**config.mk**
```make
export PLATFORM = sky130hd
export DESIGN_NAME = hcordic_result_collector_flat
export DESIGN_NICKNAME = d
export VERILOG_FILES = /design/src/rtl/hcordic_result_collector_if.sv /design/src/rtl/hcordic_result_collector.sv /design/src/flat_wrapper.sv
export SDC_FILE = /design/constraint.sdc
export NUM_CORES = 1
export LEC_CHECK = 0
export ABC_AREA = 0
export CAP_MARGIN = 20
export CORE_MARGIN = 2
export CORE_UTILIZATION = 50
export DETAILED_ROUTE_END_ITERATION = 7
export GPL_ROUTABILITY_DRIVEN = 1
export GPL_TIMING_DRIVEN = 0
export PLACE_DENSITY = 0.76
export SYNTH_ARGS = -nofsm -noshare
export SYNTH_HDL_FRONTEND = slang
export SYNTH_SLANG_ARGS = --single-unit
```
**constraint.sdc**
```tcl
create_clock -name clock -period 4.2 [get_ports clock]
set_clock_uncertainty 0.1 [all_clocks]
set_input_delay 0.84 -clock clock [delete_from_list [all_inputs] [get_ports clock]]
set_output_delay 0.84 -clock clock [all_outputs]
set_load 0.02 [all_outputs]
```
**src/rtl/hcordic_result_collector_if.sv**
```systemverilog
// Result handshake bundle between the HCORDIC collector and its consumer.
// The collector drives the head entry; the consumer answers with res_ready.
interface hcordic_result_collector_if #(
  parameter int TAG_W = 8
);
  logic             res_valid;
  logic             res_ready;
  logic [31:0]      res_x;
  logic [31:0]      res_y;
  logic [31:0]      res_z;
  logic [TAG_W-1:0] res_tag;

  modport master (
    output res_valid,
    output res_x,
    output res_y,
    output res_z,
    output res_tag,
    input  res_ready
  );

  modport slave (
    input  res_valid,
    input  res_x,
    input  res_y,
    input  res_z,
    input  res_tag,
    output res_ready
  );
endinterface

```
**src/rtl/hcordic_result_collector.sv**
```systemverilog
// Captures descaled HCORDIC results on the rising edge of done into a tagged
// first-word-fall-through FIFO, reporting lost captures via overflow/drop_cnt.
module hcordic_result_collector #(
  parameter int DEPTH = 4,
  parameter int TAG_W = 8
) (
  input  logic                       clock,
  input  logic                       reset,
  input  logic [31:0]                x_in,
  input  logic [31:0]                y_in,
  input  logic [31:0]                z_in,
  input  logic                       done,
  input  logic                       ovf_clear,
  hcordic_result_collector_if.master res,
  output logic [$clog2(DEPTH):0]     level,
  output logic                       overflow,
  output logic [7:0]                 drop_cnt
);
  localparam int AW = $clog2(DEPTH);
  localparam int LW = AW + 1;
  localparam logic [LW-1:0] FULL_LVL = LW'(DEPTH);

  logic [31:0]      mem_x   [DEPTH];
  logic [31:0]      mem_y   [DEPTH];
  logic [31:0]      mem_z   [DEPTH];
  logic [TAG_W-1:0] mem_tag [DEPTH];

  logic [AW-1:0]    wr_ptr;
  logic [AW-1:0]    rd_ptr;
  logic [LW-1:0]    count;
  logic [TAG_W-1:0] tag_ctr;
  logic             done_q;

  logic push, pop, full, empty, push_ok, drop;

  assign empty   = (count == '0);
  assign full    = (count == FULL_LVL);
  assign push    = done & ~done_q;
  assign pop     = ~empty & res.res_ready;
  // A full FIFO still accepts a push when the head leaves at the same edge.
  assign push_ok = push & (~full | pop);
  assign drop    = push & full & ~pop;

  always_ff @(posedge clock or posedge reset) begin
    if (reset) begin
      done_q   <= 1'b0;
      wr_ptr   <= '0;
      rd_ptr   <= '0;
      count    <= '0;
      tag_ctr  <= '0;
      overflow <= 1'b0;
      drop_cnt <= 8'd0;
    end else begin
      done_q <= done;
      if (push) begin
        tag_ctr <= tag_ctr + TAG_W'(1);
      end
      if (push_ok) begin
        wr_ptr <= wr_ptr + AW'(1);
      end
      if (pop) begin
        rd_ptr <= rd_ptr + AW'(1);
      end
      if (push_ok && !pop) begin
        count <= count + LW'(1);
      end else if (pop && !push_ok) begin
        count <= count - LW'(1);
      end
      // Clearing wins over a drop landing in the same cycle.
      if (ovf_clear) begin
        overflow <= 1'b0;
        drop_cnt <= 8'd0;
      end else if (drop) begin
        overflow <= 1'b1;
        if (drop_cnt != 8'hFF) begin
          drop_cnt <= drop_cnt + 8'd1;
        end
      end
    end
  end

  always_ff @(posedge clock) begin
    if (push_ok) begin
      mem_x[wr_ptr]   <= x_in;
      mem_y[wr_ptr]   <= y_in;
      mem_z[wr_ptr]   <= z_in;
      mem_tag[wr_ptr] <= tag_ctr;
    end
  end

  assign level         = count;
  assign res.res_valid = ~empty;
  assign res.res_x     = empty ? 32'd0 : mem_x[rd_ptr];
  assign res.res_y     = empty ? 32'd0 : mem_y[rd_ptr];
  assign res.res_z     = empty ? 32'd0 : mem_z[rd_ptr];
  assign res.res_tag   = empty ? '0 : mem_tag[rd_ptr];
endmodule

```
**src/flat_wrapper.sv**
```systemverilog
// flat-port wrapper written by rule: the top's interface ports become plain ports
module hcordic_result_collector_flat 
#(
  parameter int DEPTH = 4,
  parameter int TAG_W = 8
)
  (clock, reset, x_in, y_in, z_in, done, ovf_clear, level, overflow, drop_cnt, res_res_valid, res_res_x, res_res_y, res_res_z, res_res_tag, res_res_ready);
  hcordic_result_collector_if #(.TAG_W(TAG_W)) res_i ();
  input  logic clock;
  input  logic reset;
  input  logic [31:0] x_in;
  input  logic [31:0] y_in;
  input  logic [31:0] z_in;
  input  logic done;
  input  logic ovf_clear;
  output logic [$clog2(DEPTH):0] level;
  output logic overflow;
  output logic [7:0] drop_cnt;
  output wire logic [$bits(res_i.res_valid)-1:0] res_res_valid;
  output wire logic [$bits(res_i.res_x)-1:0] res_res_x;
  output wire logic [$bits(res_i.res_y)-1:0] res_res_y;
  output wire logic [$bits(res_i.res_z)-1:0] res_res_z;
  output wire logic [$bits(res_i.res_tag)-1:0] res_res_tag;
  input wire logic [$bits(res_i.res_ready)-1:0] res_res_ready;
  assign res_res_valid = res_i.res_valid;
  assign res_res_x = res_i.res_x;
  assign res_res_y = res_i.res_y;
  assign res_res_z = res_i.res_z;
  assign res_res_tag = res_i.res_tag;
  assign res_i.res_ready = res_res_ready;
  hcordic_result_collector #(.DEPTH(DEPTH), .TAG_W(TAG_W)) u_core (.clock(clock), .reset(reset), .x_in(x_in), .y_in(y_in), .z_in(z_in), .done(done), .ovf_clear(ovf_clear), .res(res_i), .level(level), .overflow(overflow), .drop_cnt(drop_cnt));
endmodule
```
==> results.sh, run 1 <==
export IMPL_place_gp_congestion=0.715
export IMPL_hold_class="in -> async"
export IMPL_internal_power_w=0.0103
export IMPL_critPathCaptureType="output pin"
export IMPL_syn_area_per_cell_um2=21.9
export IMPL_max_stage_delay_ns=0.61
export IMPL_grt_pass1_vias=8843
export IMPL_critPathTopFamily="buffers and inverters"
export IMPL_worstPathRequired_ns=3.26
export IMPL_die_x_um=188
export IMPL_grt_pass1_wl_um=50700
export IMPL_synth_seq_area_share=0.774
export IMPL_slew_headroom=0.505
export IMPL_place_port_buffers=216
export IMPL_die_h_um=188
export IMPL_slowest_stage="clkbuf_1"
export IMPL_cp_common_cell="clkbuf_1"
export IMPL_yosys_warnings=0
export IMPL_cts_sinks=441
export IMPL_seqPwrFrac=0.373
export IMPL_grt_start_max_net_pins=42
export IMPL_use_met1=0.256
export IMPL_io_pins=218
export IMPL_root_buffer="clkbuf_16"
export IMPL_setup_ws_ns=0.340
export IMPL_fillers=2297
export IMPL_core_area_um2=33400
export IMPL_grtUsageTotal=0.190
export IMPL_tritoncts="done"
export IMPL_vdd_ir_drop_max_uv=393
export IMPL_setup_violations=0
export IMPL_netlist_area_um2=17000
export IMPL_power_w=0.0148
export IMPL_grt_overflow_total=0
export IMPL_hold_viol=0
export IMPL_initialDrtViolationCount=635
export IMPL_yosys_most_used_dff="edfxtp_1"
export IMPL_tightest_slew_ns=0.742
export IMPL_period_needed_ns=3.86
export IMPL_wl_per_cell_um=21.5
export IMPL_multi_input_area_um2=3620
export IMPL_ys_seq_elements=441
export IMPL_rows=67
export IMPL_nets=1153
export IMPL_leakage_nw=7.01
export IMPL_ys_async_sr_fraction=0.0567
export IMPL_drc_errors=0
export IMPL_swShare=0.306
export IMPL_clkTransAtPathRegs_ns=0.06
export IMPL_slew_violations=0
export IMPL_rsz0062_at_grt="no"
export IMPL_drt_total_wl_um=32800
export IMPL_dp_cells=1445
export IMPL_reg2reg_depth=7
export IMPL_synth_edff_count=416
export IMPL_status="finished, final reports clean"
export IMPL_post_cts_buffers=0
export IMPL_grtUsageMet3=0.0460
export IMPL_p_clk_frac=0.247
export IMPL_numCtsBuffers=45
export IMPL_initial_core_util=0.507
export IMPL_place_ws_ns=0.343
export IMPL_drive_gt1_frac=0.199
export IMPL_worst_path_max_fanout=10
export IMPL_syn_inst=773
export IMPL_dpl_cell_area_um2=19900
export IMPL_grt_use_met2=0.311
export IMPL_h_tree_depth=2
export IMPL_worstPathCellList="clkbuf_1 -> clkbuf_1 -> mux4_2 -> and2_1 -> clkdlybuf4s50_1"
export IMPL_fin_cells=1525
export IMPL_ant_nets=0
export IMPL_dp_hpwl_um=20100
export IMPL_fin_crit_sh=0.919
export IMPL_power_frac_comb=0.380
export IMPL_path_class="reg -> out"
export IMPL_crit_buf_inv=3
export IMPL_p_switching_w=0.00453
export IMPL_synth_distinct_cells=36
export IMPL_dr_pass1_iters=4
export IMPL_grt_busiest_layer="met2"
export IMPL_fin_area_um2=21300
export IMPL_die_area_um2=35400
export IMPL_ff_latch_area_um2=13100
export IMPL_timing_rr_start="u_core.done_q$_DFF_PP0_"
export IMPL_cts_path_max_buffers=3
export IMPL_max_freq_mhz=259
export IMPL_maxCapViolCount=0
export IMPL_setup_tns_ns=0
export IMPL_area_growth_pct=25.5
export IMPL_r2r_end="u_core.mem_y[0][16]$_DFFE_PP_"
export IMPL_arrival_ns=2.92
export IMPL_worstSkewPairLatency_ns=0.54
export IMPL_critPathLaunchType="flip-flop"
export IMPL_p_per_area_nw_per_um2=696
export IMPL_cts_hold_buf=0
export IMPL_viasPerCell=5.41
export IMPL_rrSetupSlack_ns=1.34
export IMPL_via_count=8247
export IMPL_grt_antenna_before_repair=2
export IMPL_syn_nets=882
## layer usage
metal,vias to the layer above,routed length [um]
li1,3672,-
met1,4276,13700
met2,238,16200
met3,61,2220
met4,0,706
met5,-,0
## logic make-up after synthesis
logic type | synth area share
muxes | 0.140
xor gates and xnor gates | 0.00723
and+or+nand+nor | 0.0544
adders and majority gates | 0.00635
DFF | 0.774
buffers and inverters | 0.0135
AOI/OAI and AO/OA | 0.00472
## flip-flops by register name, indices dropped and copies added (netlist names)
register and flops:
u_core.drop_cnt 8, u_core.mem_y 128, u_core.mem_tag 32, u_core.mem_x 128, u_core.overflow 1, u_core.wr_ptr 2
u_core.tag_ctr 8, u_core.done_q 1, u_core.rd_ptr 2, u_core.mem_z 128, u_core.level 3
## power groups by stage
stage               sequential [W]  combinational (W)  clock [W]
detailed placement         0.00562            0.00572          0
CTS                        0.00553            0.00574    0.00375
global route               0.00557            0.00602    0.00393
floorplan                  0.00560            0.00333          0
finish                     0.00552            0.00563    0.00366
global placement           0.00563            0.00562          0
## worst max-delay path by stage
stage,startpoint,end,depth (start not counted)
final,u_core.rd_ptr[1]$_DFFE_PP0N_,res_res_tag[2],5
after floorplan,done,u_core.mem_tag[0][0]$_DFFE_PP_,5
after global placement,done,u_core.mem_y[2][14]$_DFFE_PP_,6
after CTS,u_core.level[0]$_DFFE_PP0P_,res_res_y[30],5
after global routing,u_core.level[0]$_DFFE_PP0P_,res_res_y[30],5
after detailed placement,u_core.level[0]$_DFFE_PP0P_,res_res_y[30],6
## cells in the final DEF, fill, tap and decap left out, drive strengths merged, types with 2 or more instances in the layout
| cell type | Yosys | final |
|---|---|---|
| a21o | 2 | 2 |
| a21oi | 3 | 3 |
| and2 | 109 | 109 |
| and2b | 2 | 2 |
| and3 | 4 | 4 |
| buf | 22 | 31 |
| clkbuf | 18 | 75 |
| clkdlybuf4s50 | 0 | 216 |
| clkinv | 0 | 15 |
| clkinvlp | 0 | 2 |
| dfrtp | 25 | 25 |
| diode | 0 | 2 |
| edfxtp | 416 | 416 |
| ha | 7 | 7 |
| inv | 4 | 7 |
| mux2 | 2 | 2 |
| mux4 | 104 | 104 |
| nand2 | 8 | 8 |
| nand3 | 4 | 4 |
| nand4 | 5 | 5 |
| nor2 | 6 | 6 |
| nor3 | 3 | 3 |
| o21ai | 2 | 2 |
| or3 | 2 | 2 |
| xnor2 | 10 | 10 |
| xor2 | 4 | 4 |
## synth_stat cells (2+ instances only)
library cell | count | area (um^2)
a21oi_1 | 3 | 15.0
xnor2_1 | 10 | 87.6
and3_1 | 4 | 25.0
and2b_2 | 2 | 17.5
nand2_1 | 8 | 30.0
a21o_1 | 2 | 15.0
nor3_1 | 3 | 15.0
dfrtp_1 | 25 | 626
xor2_1 | 4 | 35.0
buf_6 | 6 | 67.6
ha_1 | 7 | 87.6
nand3_1 | 4 | 20.0
clkbuf_1 | 18 | 67.6
o21ai_0 | 2 | 10.0
and2_1 | 108 | 676
or3_1 | 2 | 12.5
mux4_2 | 104 | 2340
inv_1 | 4 | 15.0
edfxtp_1 | 416 | 12500
buf_2 | 15 | 75.1
nor2_1 | 6 | 22.5
nand4_1 | 5 | 31.3
mux2_2 | 2 | 22.5
## stage by stage
| step | hold slack (ns) | util |
|---|---|---|
| 6_report | 0.355 | 0.636 |
| 3_5_place_dp | 0.412 | 0.595 |
| 3_3_place_gp | 0.393 | 0.588 |
| 2_1_floorplan | 0.389 | - |
| 5_1_grt | 0.351 | 0.636 |
| 4_1_cts | 0.430 | 0.636 |
## layout make-up
| cell class | count | area share |
|---|---|---|
| plain buffers | 39 | 0.00988 |
| repair buffers | 225 | 0.113 |
| flip-flops and latches | 441 | 0.616 |
| clock inverters | 20 | 0.00535 |
| multi-input cells | 288 | 0.170 |
| inverters | 4 | 0.000705 |
| clock buffers | 58 | 0.0585 |
| diodes | 2 | 0.000235 |
| well taps | 448 | 0.0263 |
## what timing repair did
action | in CTS | in global routing
hold endpoints to repair | 0 | 0
setup endpoints to repair | 31 | 0
gates resized for setup | 1 | 0
Power figures use the tool's default switching activity.
==> run 2, diff against run 1 <==
--- a/constraint.sdc
+++ b/constraint.sdc
@@ -4,2 +4,2 @@
 set_output_delay 0.84 -clock clock [all_outputs]
-set_load 0.02 [all_outputs]
+set_load 0.01 [all_outputs]
==> results of run 2 <==
Same layout as run 1 (identical final DEF). Status: finished, final reports clean.
Among the figures that moved: setup slack after placement 0.343 ns -> 0.375 ns; setup slack after layout 0.340 ns -> 0.394 ns; total power 0.0148 W -> 0.0142 W; worst IR drop on VDD 393 uV -> 390 uV
==> run 3, diff against run 2 <==
CORE_UTILIZATION = 45   (was 50)
PLACE_DENSITY = 0.7   (was 0.76)
==> results.sh, run 3 (synthesized netlist as in run 1, its figures left out) <==
export IMPL_place_port_buffers=216
export IMPL_grt_overflow_total=0
export IMPL_tritoncts="done"
export IMPL_fin_crit_sh=0.946
export IMPL_p_per_area_nw_per_um2=679
export IMPL_cts_sinks=441
export IMPL_grt_antenna_before_repair=0
export IMPL_rows=71
export IMPL_max_stage_delay_ns=0.68
export IMPL_hold_class="reg -> reg"
export IMPL_antenna_cells=0
export IMPL_reg2reg_depth=9
export IMPL_grt_start_max_net_pins=56
export IMPL_worstPathRequired_ns=3.26
export IMPL_tightest_slew_ns=0.851
export IMPL_place_ws_ns=0.215
export IMPL_arrival_ns=3.03
export IMPL_die_area_um2=39200
export IMPL_area_growth_pct=26.8
export IMPL_core_area_um2=37400
export IMPL_leakage_nw=7.07
export IMPL_drc_errors=0
export IMPL_r2r_end="u_core.level[2]$_DFFE_PP0P_"
export IMPL_power_w=0.0146
export IMPL_timing_rr_start="u_core.level[0]$_DFFE_PP0P_"
export IMPL_nets=1152
export IMPL_dpl_cell_area_um2=20000
export IMPL_min_delay_worst_endpoint="u_core.overflow$_DFFE_PP0P_"
export IMPL_grtUsageTotal=0.174
export IMPL_cts_hold_buf=0
export IMPL_met1_length_um=14200
export IMPL_worst_path_max_fanout=10
export IMPL_die_h_um=198
export IMPL_root_buffer="clkbuf_16"
export IMPL_critPathCaptureType="output pin"
export IMPL_min_path_cells=2
export IMPL_status="finished, final reports clean"
export IMPL_setup_violations=0
export IMPL_h_tree_depth=2
export IMPL_worstSkewPairLatency_ns=0.56
export IMPL_initialDrtViolationCount=379
export IMPL_numCtsBuffers=45
export IMPL_drive_gt1_frac=0.201
export IMPL_period_needed_ns=3.97
export IMPL_setup_tns_ns=0
export IMPL_dp_hpwl_um=20600
export IMPL_io_pins=218
export IMPL_initial_core_util=0.453
export IMPL_rrSetupSlack_ns=1.36
export IMPL_fin_area_um2=21500
export IMPL_slew_violations=0
export IMPL_rsz0062_at_grt="no"
export IMPL_highest_layer="met4"
export IMPL_dr_wl_met2_um=16900
export IMPL_final_cell_mix="edfxtp_1, clkdlybuf4s50_1, mux4_2, and2_1, clkbuf_16"
export IMPL_via_count=8226
export IMPL_viasPerCell=5.18
export IMPL_vdd_ir_drop_max_uv=374
export IMPL_cts_path_max_buffers=3
export IMPL_hp_start="u_core.overflow$_DFFE_PP0P_"
export IMPL_ant_nets=0
export IMPL_grt_pass1_vias=8826
export IMPL_critPathLaunchType="flip-flop"
export IMPL_hold_viol=0
export IMPL_setup_ws_ns=0.228
export IMPL_place_gp_congestion=0.731
export IMPL_final_common_cell="edfxtp_1"
export IMPL_maxCapViolCount=0
export IMPL_path_class="reg -> out"
export IMPL_grt_pass1_wl_um=50500
export IMPL_slew_headroom=0.433
export IMPL_worstPathCellList="or3_2 -> buf_2 -> clkbuf_1 -> and2_1 -> clkdlybuf4s50_1"
export IMPL_slowest_stage="or3_2"
export IMPL_wl_per_cell_um=21.1
export IMPL_clkTransAtPathRegs_ns=0.06
export IMPL_dr_pass1_iters=4
export IMPL_max_freq_mhz=252
export IMPL_die_x_um=198
export IMPL_top_regs="u_core.mem_x: 128 flops, u_core.mem_y: 128 flops, u_core.mem_z: 128 flops"
export IMPL_drt_total_wl_um=33500
export IMPL_wl_met3_um=1640
==> run 3: changes by cell type in the layout (fill, tap and decap cells not counted), sizes merged <==
cell / delta
buf: -1
inv: -1
bufinv: +5
diode: -2
clkinvlp: +2
clkinv: +2
clkbuf: -4
==> run 3: worst max path at each step <==
stage / to / slack (ns) / from
6_report: res_res_x[14] / 0.23 / u_core.level[0]$_DFFE_PP0P_
5_1_grt: res_res_x[18] / 0.01 / u_core.level[0]$_DFFE_PP0P_
4_1_cts: res_res_x[14] / 0.06 / u_core.level[0]$_DFFE_PP0P_
3_5_place_dp: res_res_x[20] / 0.21 / u_core.level[0]$_DFFE_PP0P_
3_3_place_gp: u_core.mem_y[3][0]$_DFFE_PP_ / -0.92 / done
2_1_floorplan: u_core.mem_tag[0][0]$_DFFE_PP_ / 0.82 / done
==> run 3: area by class of cell <==
cell class / count / area (um^2)
Clock buffer: 54 / 1230
Sequential cell: 441 / 13100
Inverter: 4 / 15.0
Fill cell: 2800 / 15900
Clock inverter: 28 / 274
Multi-Input combinational cell: 288 / 3620
Buffer: 39 / 210
Timing Repair Buffer: 224 / 2380
Tap cell: 511 / 639
==> run 3: metrics by stage <==
stage / utilization / hold WS, ns / cells
2_1_floorplan: - / 0.389 / 773
3_3_place_gp: 0.528 / 0.400 / 1500
3_5_place_dp: 0.534 / 0.403 / 1507
4_1_cts: 0.574 / 0.421 / 1588
5_1_grt: 0.575 / 0.468 / 1589
6_report: 0.575 / 0.413 / 1589
==> run 3: report_power, final <==
| part | leakage, nW | switching, W | internal [W] |
|---|---|---|---|
| Sequential | 4.10 | 0.000165 | 0.00536 |
| Clock | 0.736 | 0.00160 | 0.00240 |
| Combinational | 2.23 | 0.00223 | 0.00283 |
| Total | 7.07 | 0.00400 | 0.0106 |
==> run 3: routing by layer <==
metal / vias to the layer above / track usage
met2: 210 / 0.295
met4: 0 / 0.0629
met1: 4286 / 0.223
li1: 3679 / -
met5: - / 0
met3: 51 / 0.0380
==> run 3: what timing repair did <==
item | CTS | global route
setup endpoints to repair | 40 | 0
setup buffers | 0 | 0
endpoints found under the hold margin | 0 | 0
gates resized for setup | 1 | 0
==> run 3: critical path: cells and delay by family (launching register included) <==
| family | cells | cell delay, ns |
|---|---|---|
| simple gates | 2 | 0.91 |
| buf+inv | 3 | 1.08 |
| flops | 1 | 0.47 |
